### src/rtl/av_esram_pkg.sv
// Shared types and default sizes for the Avalon-MM eSRAM host.
package av_esram_pkg;
  localparam int C_ADDR_BITS_DEF = 16;
  localparam int C_WORD_SIZE_DEF = 32;
  localparam int C_LEN_BITS_DEF  = 16;
  localparam int C_TIMEOUT_DEF   = 255;

  typedef enum logic [1:0] {
    IDLE  = 2'd0,
    WRITE = 2'd1,
    READ  = 2'd2,
    FIN   = 2'd3
  } state_t;
endpackage

### src/rtl/av_host_fifo.sv
// Small synchronous FIFO with flush, used as the read-return buffer.
// Depth must be a power of two so the pointers wrap naturally.
module av_host_fifo #(
  parameter int depth = 2,
  parameter int width = 32
) (
  input  logic                     clock,
  input  logic                     reset,
  input  logic                     flush,
  input  logic                     push,
  input  logic                     pop,
  input  logic [width-1:0]         wdata,
  output logic [width-1:0]         rdata,
  output logic                     full,
  output logic                     empty,
  output logic [$clog2(depth):0]   count
);
  localparam int AW = $clog2(depth);
  localparam logic [AW-1:0] PTR_ONE = AW'(1);
  localparam logic [AW:0]   CNT_ONE = (AW + 1)'(1);

  logic [width-1:0] mem [depth];
  logic [AW-1:0]    wptr;
  logic [AW-1:0]    rptr;
  logic             do_push;
  logic             do_pop;

  assign full    = (count == (AW + 1)'(depth));
  assign empty   = (count == '0);
  assign do_push = push & ~full;
  assign do_pop  = pop & ~empty;
  assign rdata   = mem[rptr];

  // Pointer and occupancy tracking; flush discards everything buffered.
  always_ff @(posedge clock or posedge reset) begin
    if (reset) begin
      wptr  <= '0;
      rptr  <= '0;
      count <= '0;
    end else if (flush) begin
      wptr  <= '0;
      rptr  <= '0;
      count <= '0;
    end else begin
      if (do_push) wptr <= wptr + PTR_ONE;
      if (do_pop)  rptr <= rptr + PTR_ONE;
      if (do_push && !do_pop)      count <= count + CNT_ONE;
      else if (do_pop && !do_push) count <= count - CNT_ONE;
    end
  end

  // Storage array; contents need no reset since count gates visibility.
  always_ff @(posedge clock) begin
    if (do_push && !flush) mem[wptr] <= wdata;
  end
endmodule

### src/rtl/av_esram_host.sv
// Avalon-MM host running single-word sequential block transfers against
// the eSRAM bridge. Only one bus access is ever in flight.
module av_esram_host
  import av_esram_pkg::*;
#(
  parameter int c_ADDR_BITS  = C_ADDR_BITS_DEF,
  parameter int c_WORD_SIZE  = C_WORD_SIZE_DEF,
  parameter int c_LEN_BITS   = C_LEN_BITS_DEF,
  parameter int c_FIFO_DEPTH = 2,
  parameter int c_TIMEOUT    = C_TIMEOUT_DEF
) (
  input  logic                    clock,
  input  logic                    reset,
  input  logic                    cmd_valid,
  output logic                    cmd_ready,
  input  logic                    cmd_write,
  input  logic [c_ADDR_BITS-1:0]  cmd_addr,
  input  logic [c_LEN_BITS-1:0]   cmd_len,
  output logic                    busy,
  output logic                    done,
  output logic                    err,
  input  logic [c_WORD_SIZE-1:0]  wr_data,
  input  logic                    wr_valid,
  output logic                    wr_ready,
  output logic [c_WORD_SIZE-1:0]  rd_data,
  output logic                    rd_valid,
  input  logic                    rd_ready,
  output logic [c_ADDR_BITS-1:0]  av_address,
  output logic                    av_read,
  output logic                    av_write,
  output logic [c_WORD_SIZE-1:0]  av_writedata,
  input  logic [c_WORD_SIZE-1:0]  av_readdata,
  input  logic                    av_waitrequest
);
  localparam int TW = (c_TIMEOUT > 1) ? $clog2(c_TIMEOUT + 1) : 1;

  state_t                       state;
  state_t                       state_nxt;
  logic [c_LEN_BITS-1:0]        remaining;   // words not yet issued on the bus
  logic [TW-1:0]                wait_cnt;
  logic                         aborted;
  logic                         access;
  logic                         complete;
  logic                         stalled;
  logic                         timeout_hit;
  logic                         cmd_take;
  logic                         wr_take;
  logic                         rd_start;
  logic                         rd_push;
  logic                         rd_pop;
  logic                         fifo_full;
  logic                         fifo_empty;
  logic [$clog2(c_FIFO_DEPTH):0] fifo_count;

  assign access      = av_read | av_write;
  assign complete    = access & ~av_waitrequest;
  assign stalled     = access & av_waitrequest;
  assign timeout_hit = (c_TIMEOUT != 0) && stalled && (wait_cnt == TW'(c_TIMEOUT - 1));

  assign cmd_ready = (state == IDLE) && !reset;
  assign cmd_take  = cmd_valid & cmd_ready;
  assign busy      = (state == WRITE) || (state == READ);
  assign done      = (state == FIN);
  assign err       = (state == FIN) && aborted;

  // A new write word is taken only when the write slot is free or frees this cycle.
  assign wr_ready = (state == WRITE) && (remaining != '0) && (!av_write || !av_waitrequest);
  assign wr_take  = wr_valid & wr_ready;

  // A read starts only after a low cycle on av_read and with room in the
  // buffer, counting a pop happening in the same cycle.
  assign rd_valid = (fifo_count != '0);
  assign rd_pop   = rd_valid & rd_ready;
  assign rd_push  = av_read & ~av_waitrequest;
  assign rd_start = (state == READ) && !av_read && (remaining != '0) && (!fifo_full || rd_pop);

  av_host_fifo #(
    .depth (c_FIFO_DEPTH),
    .width (c_WORD_SIZE)
  ) u_rd_fifo (
    .clock (clock),
    .reset (reset),
    .flush (timeout_hit),
    .push  (rd_push),
    .pop   (rd_pop),
    .wdata (av_readdata),
    .rdata (rd_data),
    .full  (fifo_full),
    .empty (fifo_empty),
    .count (fifo_count)
  );

  // State register.
  always_ff @(posedge clock or posedge reset) begin
    if (reset) state <= IDLE;
    else       state <= state_nxt;
  end

  // Next-state selection; reads finish only once the buffer has drained.
  always_comb begin
    state_nxt = state;
    unique case (state)
      IDLE: begin
        if (cmd_take) begin
          if (cmd_len == '0)  state_nxt = FIN;
          else if (cmd_write) state_nxt = WRITE;
          else                state_nxt = READ;
        end
      end
      WRITE: begin
        if (timeout_hit || (complete && remaining == '0)) state_nxt = FIN;
      end
      READ: begin
        if (timeout_hit || (!av_read && remaining == '0 && fifo_empty)) state_nxt = FIN;
      end
      FIN:     state_nxt = IDLE;
      default: state_nxt = IDLE;
    endcase
  end

  // Bus request, address, word count and wait-timeout bookkeeping.
  always_ff @(posedge clock or posedge reset) begin
    if (reset) begin
      av_address   <= '0;
      av_read      <= 1'b0;
      av_write     <= 1'b0;
      av_writedata <= '0;
      remaining    <= '0;
      wait_cnt     <= '0;
      aborted      <= 1'b0;
    end else begin
      if (state == IDLE) aborted <= 1'b0;

      if (cmd_take) begin
        av_address <= cmd_addr;
        remaining  <= cmd_len;
      end else if (complete) begin
        av_address <= av_address + c_ADDR_BITS'(1);
      end

      if (stalled) wait_cnt <= wait_cnt + TW'(1);
      else         wait_cnt <= '0;

      if (wr_take) begin
        av_write     <= 1'b1;
        av_writedata <= wr_data;
        remaining    <= remaining - c_LEN_BITS'(1);
      end else if (complete) begin
        av_write <= 1'b0;
      end

      if (rd_start) begin
        av_read   <= 1'b1;
        remaining <= remaining - c_LEN_BITS'(1);
      end else if (complete) begin
        av_read <= 1'b0;
      end

      if (timeout_hit) begin
        av_read  <= 1'b0;
        av_write <= 1'b0;
        aborted  <= 1'b1;
      end
    end
  end
endmodule

### config.mk
export PLATFORM = sky130hd
export DESIGN_NAME = av_esram_host
export DESIGN_NICKNAME = d
export VERILOG_FILES = /design/src/rtl/av_esram_pkg.sv /design/src/rtl/av_host_fifo.sv /design/src/rtl/av_esram_host.sv
export SDC_FILE = /design/constraint.sdc
export NUM_CORES = 1
export LEC_CHECK = 0
export BUFFER_PORTS_ARGS = -buffer_cell sky130_fd_sc_hd__clkbuf_2
export CAP_MARGIN = 25
export CORE_MARGIN = 2
export CORE_UTILIZATION = 30
export DETAILED_ROUTE_END_ITERATION = 7
export PLACE_DENSITY = 0.55
export SLEW_MARGIN = 10
export SYNTH_ARGS = -nofsm -noshare
export SYNTH_HDL_FRONTEND = slang
export SYNTH_SLANG_ARGS = --single-unit
### constraint.sdc
create_clock -name clock -period 3.3 [get_ports clock]
set_input_delay 0.495 -clock clock [delete_from_list [all_inputs] [get_ports clock]]
set_output_delay 0.495 -clock clock [all_outputs]
set_load 0.02 [all_outputs]
==> summary.md <==
| Metric | Value |
|---|---|
| Metal1 wirelength | 6840 um |
| Final Hold Vio Count | 0 |
| Crit Reg-Reg Startpoint | remaining[10]$_DFFE_PP0P_ |
| FMAX | 351 MHz |
| Nets@finish | 799 |
| Initial antenna violation count | 0 |
| Synth warnings | 0 |
| Post-cts resize count | 0 |
| Worst setup EP type | primary output |
| Die height | 150 um |
| Max Cap Viol | 0 |
| Vias | 4657 |
| Full die area | 22600 um^2 |
| Netlist Area Pre-Place | 6410 um^2 |
| DR WL/cell | 15.3 um |
| Die Width | 150 um |
| Port-buffer cells | 190 |
| Multi-input logic area | 2340 um^2 |
| H-tree depth | 4 |
| Power density over the cells | 917 nW/um^2 |
| Distinct cells, synth | 60 |
| Final worst-path cycle share | 86.4% |
| # setup viols final | 0 |
| Later-pin clock latency in the skew report | 0.41 ns |
| Slew headroom | 47.7% |
| Register area | 3950 um^2 |
| Setup TNS | 0 ns |
| DRT Pass-1 Iters | 5 |
| CTS Hold Bufs | 0 |
| Drt via density | 4.78 |
| Clk root buf | clkbuf_16 |
| Number of clock sinks | 145 |
| # DRC | 0 |
| Final Slew Violations | 0 |
| Clk pin slew, worst setup/hold paths | 0.06 ns |
| RSZ-0062 raised after global routing | false |
| Req. time, crit path | 2.80 ns |
| CP Launch Type | flip-flop |
| Largest net degree at the start of global routing | 82 |
| Post-CTS Setup Bufs | 0 |
| First-pass GRT wire length | 23400 um |
| FF-to-FF setup slack | 0.57 ns |
| Tot GR Track Use | 13.2% |
| Max clock buf depth | 2 |
| Post-route minimum period | 2.85 ns |
| GPL Wtd Cong | 0.868 |
| Actual slew at the worst max-slew pin | 0.781 ns |
| Worst VDD drop | 398 uV |
| Routed WL | 15000 um |
| Synth async-reset ratio | 55.9% |
| Gr ovfl total | 0 |
| Cell count after synthesis | 484 |
| Synth-to-layout area growth | 30.1% |
| Min-Delay Path Class | in2async |
| Fill count | 2005 |
| Status | complete, no violations |
| CTS tree | built |
| Crit-path max FO | 8 |
| Num CTS Buffers | 17 |
| Vias in the first global route | 4632 |
| Critical path type | reg2out |
| Layout Utilization | 39.7% |
| Metal3 WL | 1230 um |
| Sequential area share after synthesis | 61.6% |
| IO Count | 191 |
| Layout cells sized above 1 | 39.6% |
| Antenna cells | 0 |
| EDFF count, synth | 64 |
| Initial detailed-routing violation count | 239 |
| Arr. time, crit path | 2.36 ns |
| Remaining antenna violation count after routing | 0 |
| R2r endpoint | remaining[15]$_DFFE_PP0P_ |
| Worst r2r path cells | 5 |
| Most used DFF post-synth | dfrtp_1 |
| Initial Utilization | 30.5% |
| Syn Area/Cell | 13.2 um^2 |
| Highest routed layer | met4 |
| Core Area | 21000 um^2 |
| Synthesis-stage register bit count | 145 |
| Skew final | 0.0116 ns |
| DPL Wire Length | 10600 um |
| Pleak | 0.00355 uW |
| Syn Nets | 596 |
| Rows | 53 |
| Met2 WL post-DR | 6750 um |
-- worst max path at each step --
stage               cells after the start                            end                       from  slack [ns]
finish                                  5                       wr_ready  remaining[10]$_DFFE_PP0P_        0.45
global route                            7                       wr_ready   remaining[0]$_DFFE_PP0P_        0.34
CTS                                     5                       wr_ready  remaining[10]$_DFFE_PP0P_        0.47
detailed placement                      5      remaining[15]$_DFFE_PP0P_  remaining[10]$_DFFE_PP0P_        0.62
global placement                        5      remaining[15]$_DFFE_PP0P_  remaining[10]$_DFFE_PP0P_        0.73
floorplan                               4  u_rd_fifo.mem[1][0]$_DFFE_PP_        av_read$_DFFE_PP0P_        0.31
-- synth_stat cells (4+ instances only) --
cell type  instances  area [um^2]
nor2_1            26         97.6
dfrtp_1           81         2030
clkbuf_1          10         37.5
mux2_1            33          372
nor3_1            13         65.1
nor4_1             6         37.5
o21ai_0            5         25.0
and3_1             8         50.1
a221o_1            6         60.1
nand2_1           33          124
nand3_1           10         50.1
o21ai_1           20          100
mux2i_1            4         40.0
mux2_2            33          372
edfxtp_1          64         1920
inv_1             11         41.3
a21oi_1           10         50.1
ha_1               9          113
a31oi_1            4         25.0
xor2_1            13          114
nand4_1           11         68.8
xnor2_1           10         87.6
-- worst max-delay path: stages, from the launching register on --
cell and delay [ns]:
dfrtp_1 0.46, or3_4 0.45, nor4_2 0.46, nand2_1 0.18
and2_1 0.23, clkbuf_2 0.16
-- final cells by class --
cell class | count | share of cell area (%)
Clock inverter | 11 | 1.22
Timing Repair Buffer | 201 | 12.9
Clock buffer | 21 | 5.78
Tap cell | 275 | 4.13
Sequential cell | 145 | 47.3
Multi-Input combinational cell | 310 | 28.1
Inverter | 12 | 0.585
-- sequential cells by signal, summed over array words and instances, names as in the netlist, 2 cells and up --
register	flops
u_rd_fifo.count	2
u_rd_fifo.mem	64
av_address	16
wait_cnt	8
remaining	16
av_writedata	32
state	2
-- power breakdown --
part	internal, uW	total [uW]	switching, uW
logic	1160	2900	1740
registers	2440	2860	417
clock network	1130	1880	758
-- stage by stage --
step	total power [uW]	instance area, um^2	hold WS [ns]	setup slack [ns]	instances
2_1_floorplan	4830	6410	0.470	0.314	484
3_3_place_gp	5720	7700	0.474	0.728	941
3_5_place_dp	5790	7700	0.480	0.616	941
4_1_cts	7720	8290	0.250	0.473	973
5_1_grt	8130	8340	0.248	0.344	975
6_report	7650	8340	0.248	0.449	975
-- logic make-up after synthesis --
family / synth area share, %
flip-flops: 61.6
AND/OR/NAND/NOR: 11.2
AO/OA/AOI/OAI: 8.02
multiplexers: 12.2
buffers and inverters: 2.11
XOR/XNOR: 3.14
adder cells (fa/ha/maj): 1.76
-- metal layers --
metal / vias to the layer above / track usage [%]
li1: 2210 / -
met1: 2229 / 17.9
met2: 206 / 20.2
met3: 12 / 3.97
met4: 0 / 4.76
met5: - / 0
-- layout by cell type, fill, tap and decap left out, drive strengths merged, types with 9 or more instances in the layout --
cell type and count:
nand3 10, a21oi 10, inv 15, nor3 13
xor2 13, clkbuf 211, edfxtp 64, buf 11
nor2 26, nand4 11, dfrtp 81, ha 9
o21ai 26, xnor2 10, mux2 66, nand2 33
Power figures use the tool's default switching activity.
